==> config.mk <==
export PLATFORM = sky130hd
export DESIGN_NAME = fb_ctrl_flat
export DESIGN_NICKNAME = d
export VERILOG_FILES = /design/src/rtl/fb_ctrl_if.sv /design/src/rtl/fb_ctrl.sv /design/src/flat_wrapper.sv
export SDC_FILE = /design/constraint.sdc
export NUM_CORES = 1
export LEC_CHECK = 0
export BUFFER_PORTS_ARGS = -buffer_cell sky130_fd_sc_hd__buf_4
export CAP_MARGIN = 5
export CELL_PAD_IN_SITES_DETAIL_PLACEMENT = 0
export CELL_PAD_IN_SITES_GLOBAL_PLACEMENT = 1
export CORE_ASPECT_RATIO = 0.6
export CORE_MARGIN = 2
export CORE_UTILIZATION = 35
export CTS_CLUSTER_SIZE = 10
export DETAILED_ROUTE_END_ITERATION = 7
export PLACE_DENSITY = 0.83
export SLEW_MARGIN = 5
export SYNTH_ARGS = -nofsm -noshare
export SYNTH_HDL_FRONTEND = slang
export SYNTH_SLANG_ARGS = --single-unit
==> constraint.sdc <==
create_clock -name clk -period 2.1 [get_ports clk]
set_input_delay 0.42 -clock clk [delete_from_list [all_inputs] [get_ports clk]]
set_output_delay 0.42 -clock clk [all_outputs]
set_load 0.005 [all_outputs]
==> src/rtl/fb_ctrl_if.sv <==
// Write-requester bundle for fb_ctrl.
// Accelerator (a_*) and host (b_*) valid/ready write ports.
interface fb_ctrl_if #(
  parameter int ADDRESS_WIDTH = 20,
  parameter int DATA_WIDTH    = 15
);
  logic                     a_valid;
  logic                     a_ready;
  logic [ADDRESS_WIDTH-1:0] a_addr;
  logic [DATA_WIDTH-1:0]    a_data;
  logic                     b_valid;
  logic                     b_ready;
  logic [ADDRESS_WIDTH-1:0] b_addr;
  logic [DATA_WIDTH-1:0]    b_data;

  modport master (
    output a_valid, a_addr, a_data,
    output b_valid, b_addr, b_data,
    input  a_ready, b_ready
  );

  modport slave (
    input  a_valid, a_addr, a_data,
    input  b_valid, b_addr, b_data,
    output a_ready, b_ready
  );
endinterface

==> src/rtl/fb_ctrl.sv <==
// Framebuffer controller: round-robin write arbiter, clear engine, scan-out.
// Optional FB_OOB_CHECK_EN drops out-of-frame writes and flags oob_err.
module fb_ctrl #(
  parameter int ADDRESS_WIDTH = 20,
  parameter int DATA_WIDTH    = 15,
  parameter int H_ACTIVE      = 640,
  parameter int V_ACTIVE      = 480
) (
  input  logic                     clk,
  input  logic                     rst_n,
  input  logic                     start_clear,
  input  logic [DATA_WIDTH-1:0]    clear_color,
  output logic                     busy,
  output logic                     clear_done,
  fb_ctrl_if.slave                 req,
  input  logic                     frame_start,
  input  logic                     pix_req,
  output logic                     pix_valid,
  output logic                     ram_wr_en,
  output logic [ADDRESS_WIDTH-1:0] ram_wr_addr,
  output logic [DATA_WIDTH-1:0]    ram_din,
  output logic                     ram_rd_en,
  output logic [ADDRESS_WIDTH-1:0] ram_rd_addr,
  output logic                     oob_err
);
  localparam int AW = ADDRESS_WIDTH;
  localparam int DW = DATA_WIDTH;
  localparam int NPIX = H_ACTIVE * V_ACTIVE;
  localparam logic [AW:0]   FB_PIX  = (AW+1)'(NPIX);
  localparam logic [AW-1:0] FB_LAST = AW'(NPIX - 1);

  localparam logic [0:0] RUN   = 1'b0;
  localparam logic [0:0] CLEAR = 1'b1;

  logic [0:0]    state_q, state_d;
  logic [AW:0]   clr_q, clr_d;
  logic          last_b_q, last_b_d;
  logic          wr_en_q, wr_en_d;
  logic [AW-1:0] wr_addr_q, wr_addr_d;
  logic [DW-1:0] din_q, din_d;
  logic          done_q, done_d;
  logic          oob_q, oob_d;
  logic [AW-1:0] scan_q, scan_d;
  logic          rd_en_q, rd_en_d;
  logic [AW-1:0] rd_addr_q, rd_addr_d;
  logic          pv_q, pv_d;

  logic          a_rdy, b_rdy;
  logic [AW-1:0] sel_addr;
  logic [DW-1:0] sel_data;
  logic          oob_hit;
  logic [AW-1:0] base;

  // Write side: FSM, clear engine, arbiter and registered RAM write port
  always_comb begin
    state_d   = state_q;
    clr_d     = clr_q;
    last_b_d  = last_b_q;
    wr_en_d   = 1'b0;
    wr_addr_d = wr_addr_q;
    din_d     = din_q;
    done_d    = 1'b0;
    oob_d     = oob_q;
    a_rdy     = 1'b0;
    b_rdy     = 1'b0;
    sel_addr  = req.a_addr;
    sel_data  = req.a_data;
    oob_hit   = 1'b0;
    unique case (state_q)
      RUN: begin
        if (start_clear) begin
          state_d   = CLEAR;
          wr_en_d   = 1'b1;
          wr_addr_d = '0;
          din_d     = clear_color;
          clr_d     = (AW+1)'(1);
        end else begin
          a_rdy = req.a_valid & (~req.b_valid | last_b_q);
          b_rdy = req.b_valid & (~req.a_valid | ~last_b_q);
          if (b_rdy) begin
            sel_addr = req.b_addr;
            sel_data = req.b_data;
          end
`ifdef FB_OOB_CHECK_EN
          oob_hit = ({1'b0, sel_addr} >= FB_PIX);
`endif
          if (a_rdy) last_b_d = 1'b0;
          if (b_rdy) last_b_d = 1'b1;
          if (a_rdy | b_rdy) begin
            if (oob_hit) begin
              oob_d = 1'b1;
            end else begin
              wr_en_d   = 1'b1;
              wr_addr_d = sel_addr;
              din_d     = sel_data;
            end
          end
        end
      end
      CLEAR: begin
        if (clr_q == FB_PIX) begin
          state_d = RUN;
          clr_d   = '0;
          done_d  = 1'b1;
        end else begin
          wr_en_d   = 1'b1;
          wr_addr_d = clr_q[AW-1:0];
          clr_d     = clr_q + 1'b1;
        end
      end
      default: state_d = RUN;
    endcase
  end

  // Scan-out: read address stream with frame restart and wrap
  always_comb begin
    rd_en_d   = pix_req;
    rd_addr_d = rd_addr_q;
    scan_d    = scan_q;
    pv_d      = rd_en_q;
    base      = frame_start ? '0 : scan_q;
    if (pix_req) begin
      rd_addr_d = base;
      scan_d    = (base == FB_LAST) ? '0 : base + 1'b1;
    end else if (frame_start) begin
      scan_d = '0;
    end
  end

  // State and output registers
  always_ff @(posedge clk or negedge rst_n) begin
    if (!rst_n) begin
      state_q   <= RUN;
      clr_q     <= '0;
      last_b_q  <= 1'b1;
      wr_en_q   <= 1'b0;
      wr_addr_q <= '0;
      din_q     <= '0;
      done_q    <= 1'b0;
      oob_q     <= 1'b0;
      scan_q    <= '0;
      rd_en_q   <= 1'b0;
      rd_addr_q <= '0;
      pv_q      <= 1'b0;
    end else begin
      state_q   <= state_d;
      clr_q     <= clr_d;
      last_b_q  <= last_b_d;
      wr_en_q   <= wr_en_d;
      wr_addr_q <= wr_addr_d;
      din_q     <= din_d;
      done_q    <= done_d;
      oob_q     <= oob_d;
      scan_q    <= scan_d;
      rd_en_q   <= rd_en_d;
      rd_addr_q <= rd_addr_d;
      pv_q      <= pv_d;
    end
  end

  assign req.a_ready = a_rdy;
  assign req.b_ready = b_rdy;
  assign busy        = (state_q == CLEAR);
  assign clear_done  = done_q;
  assign ram_wr_en   = wr_en_q;
  assign ram_wr_addr = wr_addr_q;
  assign ram_din     = din_q;
  assign ram_rd_en   = rd_en_q;
  assign ram_rd_addr = rd_addr_q;
  assign pix_valid   = pv_q;
`ifdef FB_OOB_CHECK_EN
  assign oob_err     = oob_q;
`else
  assign oob_err     = 1'b0;
`endif
endmodule

==> src/flat_wrapper.sv <==
// flat-port wrapper written by rule: the top's interface ports become plain ports
module fb_ctrl_flat 
#(
  parameter int ADDRESS_WIDTH = 20,
  parameter int DATA_WIDTH    = 15,
  parameter int H_ACTIVE      = 640,
  parameter int V_ACTIVE      = 480
)
  (clk, rst_n, start_clear, clear_color, busy, clear_done, frame_start, pix_req, pix_valid, ram_wr_en, ram_wr_addr, ram_din, ram_rd_en, ram_rd_addr, oob_err, req_a_valid, req_a_addr, req_a_data, req_b_valid, req_b_addr, req_b_data, req_a_ready, req_b_ready);
  fb_ctrl_if #(.ADDRESS_WIDTH(ADDRESS_WIDTH), .DATA_WIDTH(DATA_WIDTH)) req_i ();
  input  logic clk;
  input  logic rst_n;
  input  logic start_clear;
  input  logic [DATA_WIDTH-1:0] clear_color;
  output logic busy;
  output logic clear_done;
  input  logic frame_start;
  input  logic pix_req;
  output logic pix_valid;
  output logic ram_wr_en;
  output logic [ADDRESS_WIDTH-1:0] ram_wr_addr;
  output logic [DATA_WIDTH-1:0] ram_din;
  output logic ram_rd_en;
  output logic [ADDRESS_WIDTH-1:0] ram_rd_addr;
  output logic oob_err;
  input wire logic [$bits(req_i.a_valid)-1:0] req_a_valid;
  input wire logic [$bits(req_i.a_addr)-1:0] req_a_addr;
  input wire logic [$bits(req_i.a_data)-1:0] req_a_data;
  input wire logic [$bits(req_i.b_valid)-1:0] req_b_valid;
  input wire logic [$bits(req_i.b_addr)-1:0] req_b_addr;
  input wire logic [$bits(req_i.b_data)-1:0] req_b_data;
  output wire logic [$bits(req_i.a_ready)-1:0] req_a_ready;
  output wire logic [$bits(req_i.b_ready)-1:0] req_b_ready;
  assign req_i.a_valid = req_a_valid;
  assign req_i.a_addr = req_a_addr;
  assign req_i.a_data = req_a_data;
  assign req_i.b_valid = req_b_valid;
  assign req_i.b_addr = req_b_addr;
  assign req_i.b_data = req_b_data;
  assign req_a_ready = req_i.a_ready;
  assign req_b_ready = req_i.b_ready;
  fb_ctrl #(.ADDRESS_WIDTH(ADDRESS_WIDTH), .DATA_WIDTH(DATA_WIDTH), .H_ACTIVE(H_ACTIVE), .V_ACTIVE(V_ACTIVE)) u_core (.clk(clk), .rst_n(rst_n), .start_clear(start_clear), .clear_color(clear_color), .busy(busy), .clear_done(clear_done), .req(req_i), .frame_start(frame_start), .pix_req(pix_req), .pix_valid(pix_valid), .ram_wr_en(ram_wr_en), .ram_wr_addr(ram_wr_addr), .ram_din(ram_din), .ram_rd_en(ram_rd_en), .ram_rd_addr(ram_rd_addr), .oob_err(oob_err));
endmodule
==> results by group, run 1 <==
Run status
  • Status: complete, no violations

Cells and area
  • Share of layout cells above drive strength 1: 0.314
  • Area growth syn-to-layout: 36.8%
  • Filler Cell Count: between 1000 and 1500
  • Commonest non-fill, non-tap cell in the layout: buf_4
  • Number of diodes: 0
  • Commonest cells after routing, fill and taps aside: buf_4 (189), dfrtp_1 (101), o21ai_0 (61)
  • # nets final: approximately 840

Synthesis
  • Post-synth EDFFs: 0
  • Yosys reg bits: 102
  • Avg Inst Size Synth: slightly above 9 um^2
  • Mapped Nets: 677
  • Largest cells by area after synthesis: dfrtp_1 (47%), mux2i_1 (6.7%), o21ai_0 (5.7%)
  • Post-synth cell types: between 50 and 60
  • Xor/xnor share of the synthesized area: 0.0261
  • Ys flop type: dfrtp_1
  • Multiplexer share of the synthesized area: 0.101
  • Async S/R FF share, synth: 1.00
  • Register area share after synthesis: 0.475
  • Largest area contributor in the synthesized netlist: dfrtp_1
  • Post-Syn Instances: between 500 and 600
  • Largest family of logic cells by synthesized area: simple AND/OR/NAND/NOR gates
  • Synth Area in Compound Gates: 0.121
  • YS warnings: 0
  • Post-Synth Simple-Gate Area: 0.223
  • Post-Synth Adder-Cell Area: 0.00698
  • Top-area cell type share of the netlist area: 0.470
  • Cell Area, Synth: 5380 um^2

Setup path
  • Worst Setup Start Kind: register
  • CP Class: reg -> reg
  • CP top delay family: simple AND/OR/NAND/NOR gates
  • Worst setup EP type: register
  • CP Buf/Inv Count: 1
  • Crit path DAT: approximately 2.3 ns
  • Max FO, Critical Path: 8
  • Crit-path slowest cell: nor2_1
  • CP Data Required Time: about 2.3 ns
  • Crit-path max cell delay: 0.40 ns
  • Sequence of cells on the critical path: buf_4 > ha_1 > nand3_1 > nor2_1 > and3_1 > o21ai_0 > a21o_1

STA
  • Fin. Hold Viols: 0
  • Clk_skew: approximately 0.0074 ns
  • Setup TNS: 0 ns
  • Least-Margin Pin Slew: slightly above 0.5 ns
  • Final Max Slew Viols: 0
  • Fmax: 486 MHz
  • Final Critical Period: a little over 2 ns
  • Final setup vio count: 0
  • RSZ-0062 raised after global routing: yes
  • Max transition margin: 0.655
  • Fin crit share: 0.979

Global route
  • Global-route wire length before repair: ~25000 um
  • Antenna violations before repair: 0
  • Total gr overflow: 0
  • Gr usage total: 0.192
  • Number of global-route vias before repair: 4839
  • Largest net degree at the start of global routing: 45

Clock network
  • CTS tree: done
  • Worst skew pair latency: between 0.3 and 0.4 ns
  • CTS sink cnt: ~100
  • H-tree depth: 3
  • Reg clk slew, reported paths: about 0.070 ns
  • Buffer count from post-CTS setup fixing: 0
  • CTS buffer count: 9
  • Clock Tree Root: clkbuf_16
  • Clk buf depth: 2

Power and ir drop
  • Leakage: 3.54 nW
  • Total Power: around 5.3 mW
  • Maximum VDD drop: about 0.42 mV
  • Pwr dens: 724 nW/um^2

Floorplanning
  • Placement Rows: 35
  • Num ports: approximately 160
  • Core box area: between 15000 and 20000 um^2
  • Starting Density: 0.354
  • Width of the chip: approximately 160 um
  • Vert. Die Dim: between 100 and 150 um
  • Die area: 16400 um^2

Placed design
  • Placer Congestion: approximately 1.0
  • DP Wirelength: around 12000 um
  • Buffers on Ports: about 150

Routing
  • DRT iter0 DRCs: 354
  • Total wire length: around 15000 um
  • WL/cell: 16.2 um
  • Residual DRC: 0
  • Via-to-Cell Ratio: ~5.2
  • Drt first pass iters: 5
  • Vias: just under 5000
  • Antenna Violating Nets Remaining: 0

Run
  • Max-capacitance violation count: 0

Hold path
  • Hold Crit Class: in -> reg
-- synth_stat cells (all sizes together), types with 8 or more instances --
library cell	count
buf	12
inv	23
mux2i	36
nand3	30
nand4	13
clkbuf	28
dfrtp	101
nand2	44
nand3b	14
a21o	10
mux2	16
o21ai	62
xnor2	9
nor4	8
nor2	56
a21oi	32
and3	13
-- final timing paths --
path / endpoint / depth (start not counted) / start / slack, ns
max in group asynchronous: u_core.last_b_q / 3 / rst_n / 0.95
min in group asynchronous: u_core.ram_wr_addr[15] / 2 / rst_n / 0.51
max reg2reg: u_core.clr_q[10] / 7 / u_core.clr_q[0] / 0.04
max: u_core.clr_q[10] / 7 / u_core.clr_q[0] / 0.04
min reg2reg: u_core.pix_valid / 0 / u_core.ram_rd_en / 0.38
min: u_core.ram_din[1] / 3 / clear_color[1] / 0.38
-- metrics by stage --
| step | cell area (um^2) | cells | setup slack (ns) | hold slack, ns | util |
|---|---|---|---|---|---|
| global placement | 6970 | 937 | -0.0407 | 0.322 | 0.459 |
| detailed placement | 6970 | 937 | -0.117 | 0.326 | 0.459 |
| floorplan | 5430 | 582 | -0.0992 | 0.124 | - |
| global route | 7360 | 954 | -0.0638 | 0.382 | 0.484 |
| finish | 7360 | 954 | 0.0441 | 0.383 | 0.484 |
| CTS | 7330 | 954 | 0.00590 | 0.370 | 0.482 |
-- sequential cells by signal, summed over array words and instances, names as in the netlist --
register	cells
u_core.ram_rd_addr	20
u_core.scan_q	20
u_core.ram_rd_en	1
u_core.busy	1
u_core.ram_wr_en	1
u_core.last_b_q	1
u_core.ram_wr_addr	20
u_core.ram_din	15
u_core.clr_q	21
u_core.clear_done	1
u_core.pix_valid	1
-- timing repair --
item                                    CTS  global route
endpoints found under the hold margin    17             0
hold buffers                              1             0
endpoints found under the setup margin    0            20
resized for setup                         0             5
-- area by class of cell --
type                       instances  area, um^2  area share
multi-input combinational        417        2630       0.358
sequential                       102        2550       0.347
timing repair buffer             193        1480       0.202
tap                              203         254      0.0345
clock buffer                      10         239      0.0325
clock inverter                     6         109      0.0148
inverter                          23        86.3      0.0117
-- worst min-delay path, delay by kind of cell --
kind	cells	cell delay, ns
buf+inv	1	0.08
compound gates	2	0.18
-- cell families (layout without fill, tap and decap cells) --
logic type | after synthesis | after routing
multiplexers | 52 | 52
AND/OR/NAND/NOR | 228 | 228
AO/OA/AOI/OAI | 117 | 117
other | 1 | 1
buffers and inverters | 63 | 232
adder cells (fa/ha/maj) | 3 | 3
XOR/XNOR | 16 | 16
flip-flops | 102 | 102
-- per-layer routing --
layer | part of all wire | GRT usage | wire (um) | vias up
met5 | 0 | 0 | 0 | -
met4 | 0.0081 | 0.0398 | 126 | 0
met3 | 0.078 | 0.0417 | 1210 | 8
met2 | 0.40 | 0.272 | 6270 | 213
met1 | 0.51 | 0.298 | 7870 | 2340
li1 | - | - | - | 2362
-- where the power goes --
part	internal (mW)	total [mW]	switching, mW
Sequential	2.16	2.31	0.149
Combinational	0.578	1.11	0.534
Clock	1.20	1.91	0.711
Power figures use the tool's default switching activity.
==> run 2: changes to the inputs <==
==> constraint.sdc (replaced) <==
create_clock -name clk -period 2.1 [get_ports clk]
set_input_delay 0.42 -clock clk [delete_from_list [all_inputs] [get_ports clk]]
set_output_delay 0.42 -clock clk [all_outputs]
set_load 0.05 [all_outputs]
==> run 2 against run 1 <==
  * Flip-flop and latch count stayed put
  * Combinational power is 38% higher
  * Die area stayed put
  * Largest cell class unchanged
  * Highest routed layer unchanged
==> results by group, run 2 (synthesis gave the netlist of run 1 again) <==
Setup path
  • CP top delay family: compound AO/OA/AOI/OAI gates
  • Worst r2r path cells: 9
  • CP Data Required Time: approximately 2.3 ns
  • Crit-path max cell delay: 0.38 ns
  • Crit path depth: 9
  • Crit path DAT: about 2.2 ns
  • Worst setup EP type: register
  • Crit-path slowest cell: dfrtp_1
  • CP Class: reg -> reg
  • Worst Setup Start Kind: register
  • CP Buf/Inv Count: 3
  • Sequence of cells on the critical path: inv_1 > ha_1 > nor4b_2 > nand4_1 > o21ai_2 > buf_4 > buf_12 > o21ai_0 > a21o_1
  • Max FO, Critical Path: 23

Power and ir drop
  • Leakage: roughly 3.5 nW
  • Pwr dens: about 800 nW/um^2
  • Maximum VDD drop: between 0.4 and 0.5 mV
  • Total Power: 5.76 mW

Routing
  • Vias: 4962
  • Via-to-Cell Ratio: ~5.2
  • DRT iter0 DRCs: around 280
  • WL/cell: 16.3 um
  • Drt first pass iters: 5
  • Antenna Violating Nets Remaining: 0
  • Total wire length: between 15000 and 20000 um
  • Residual DRC: 0

Floorplanning
  • Num ports: 155
  • Core box area: 15200 um^2
  • Starting Density: 0.354
  • Die area: between 15000 and 20000 um^2
  • Width of the chip: around 160 um
  • Placement Rows: 35
  • Vert. Die Dim: roughly 100 um

STA
  • Final Max Slew Viols: 0
  • Clk_skew: between 0.007 and 0.008 ns
  • Least-Margin Pin Slew: 0.514 ns
  • Final setup vio count: 0
  • Fin worst setup slack: between 0.08 and 0.09 ns
  • Fin crit share: 0.959
  • Final Critical Period: approximately 2 ns
  • RSZ-0062 raised after global routing: no
  • Fmax: 497 MHz
  • Fin. Hold Viols: 0
  • Max transition margin: 0.653
  • Setup TNS: 0 ns

Cells and area
  • Max FFs per register: 21
  • Number of diodes: 0
  • Commonest non-fill, non-tap cell in the layout: buf_4
  • Area growth syn-to-layout: 37.6%
  • Commonest cells after routing, fill and taps aside: buf_4 (194), dfrtp_1 (101), o21ai_0 (61)
  • Most flops, register: u_core.clr_q
  • Filler Cell Count: ~1400
  • # nets final: approximately 850
  • Post-Route Utilization: 0.487
  • Share of layout cells above drive strength 1: 0.323

Global route
  • Gr usage total: 0.197
  • Antenna violations before repair: 0
  • Largest net degree at the start of global routing: between 40 and 50
  • Global-route wire length before repair: 25500 um
  • Number of global-route vias before repair: roughly 5000
  • Total gr overflow: 0

Run status
  • Status: complete, no violations

Clock network
  • CTS tree: done
  • Reg clk slew, reported paths: 0.07 ns
  • CTS buffer count: 9
  • Clk buf depth: 2
  • Clock Tree Root: clkbuf_16
  • H-tree depth: 3
  • CTS sink cnt: 102
  • Worst skew pair latency: ~0.33 ns

Placed design
  • DP Wirelength: about 12000 um
  • Placer Congestion: roughly 0.96
  • Buffers on Ports: approximately 150
  • Pre-CTS setup slack: -0.132 ns

Hold path
  • Hold Crit Depth: 3
  • Hold Crit Class: in -> reg

Run
  • Max-capacitance violation count: 0
run 2: layout make-up:
| class | count | area, um^2 | share of cell area |
|---|---|---|---|
| timing repair buffer | 198 | 1530 | 0.206 |
| tap | 203 | 254 | 0.0343 |
| clock buffer | 9 | 225 | 0.0304 |
| sequential | 102 | 2550 | 0.345 |
| inverter | 23 | 86.3 | 0.0117 |
| multi-input combinational | 417 | 2630 | 0.356 |
| clock inverter | 7 | 120 | 0.0162 |
run 2: report_power, final:
part	total (mW)	internal [mW]	switching, mW
Combinational	1.53	0.587	0.942
Clock	1.93	1.17	0.754
Sequential	2.30	2.16	0.146
Total	5.76	3.91	1.84
run 2: final timing paths:
path | from | endpoint | slack, ns
worst max-delay path | u_core.clr_q[0] | u_core.clr_q[8] | 0.09
worst min-delay path | clear_color[0] | u_core.ram_din[0] | 0.37
worst max register to register | u_core.clr_q[0] | u_core.clr_q[8] | 0.09
worst min register to register | u_core.ram_rd_en | u_core.pix_valid | 0.41
max in group asynchronous | rst_n | u_core.last_b_q | 1.00
min in group asynchronous | rst_n | u_core.ram_wr_addr[11] | 0.50
run 2: routing by layer:
layer,vias to the layer above,track usage,part of all wire
met2,250,0.282,0.41
met1,2335,0.296,0.48
met3,11,0.0517,0.097
li1,2366,-,-
met4,0,0.0439,0.0095
met5,-,0,0
run 2: worst min-delay path: cells and delay by family:
kind	cells	cell delay, ns
AO/OA/AOI/OAI	2	0.17
buffers and inverters	1	0.08
run 2: stage by stage:
step                hold slack, ns  cell area, um^2  instances
finish                       0.374             7400        959
detailed placement           0.328             7010        940
global route                 0.369             7400        959
floorplan                    0.124             5440        582
global placement             0.325             7010        940
CTS                          0.361             7380        958
run 2: what timing repair did:
| item | in CTS | in global routing |
|---|---|---|
| setup endpoints to repair | 7 | 7 |
| cloned | 0 | 0 |
| hold buffers | 1 | 0 |
| pin swaps | 1 | 2 |
| resized for setup | 1 | 2 |
| buffers inserted | 1 | 1 |
| endpoints found under the hold margin | 16 | 0 |
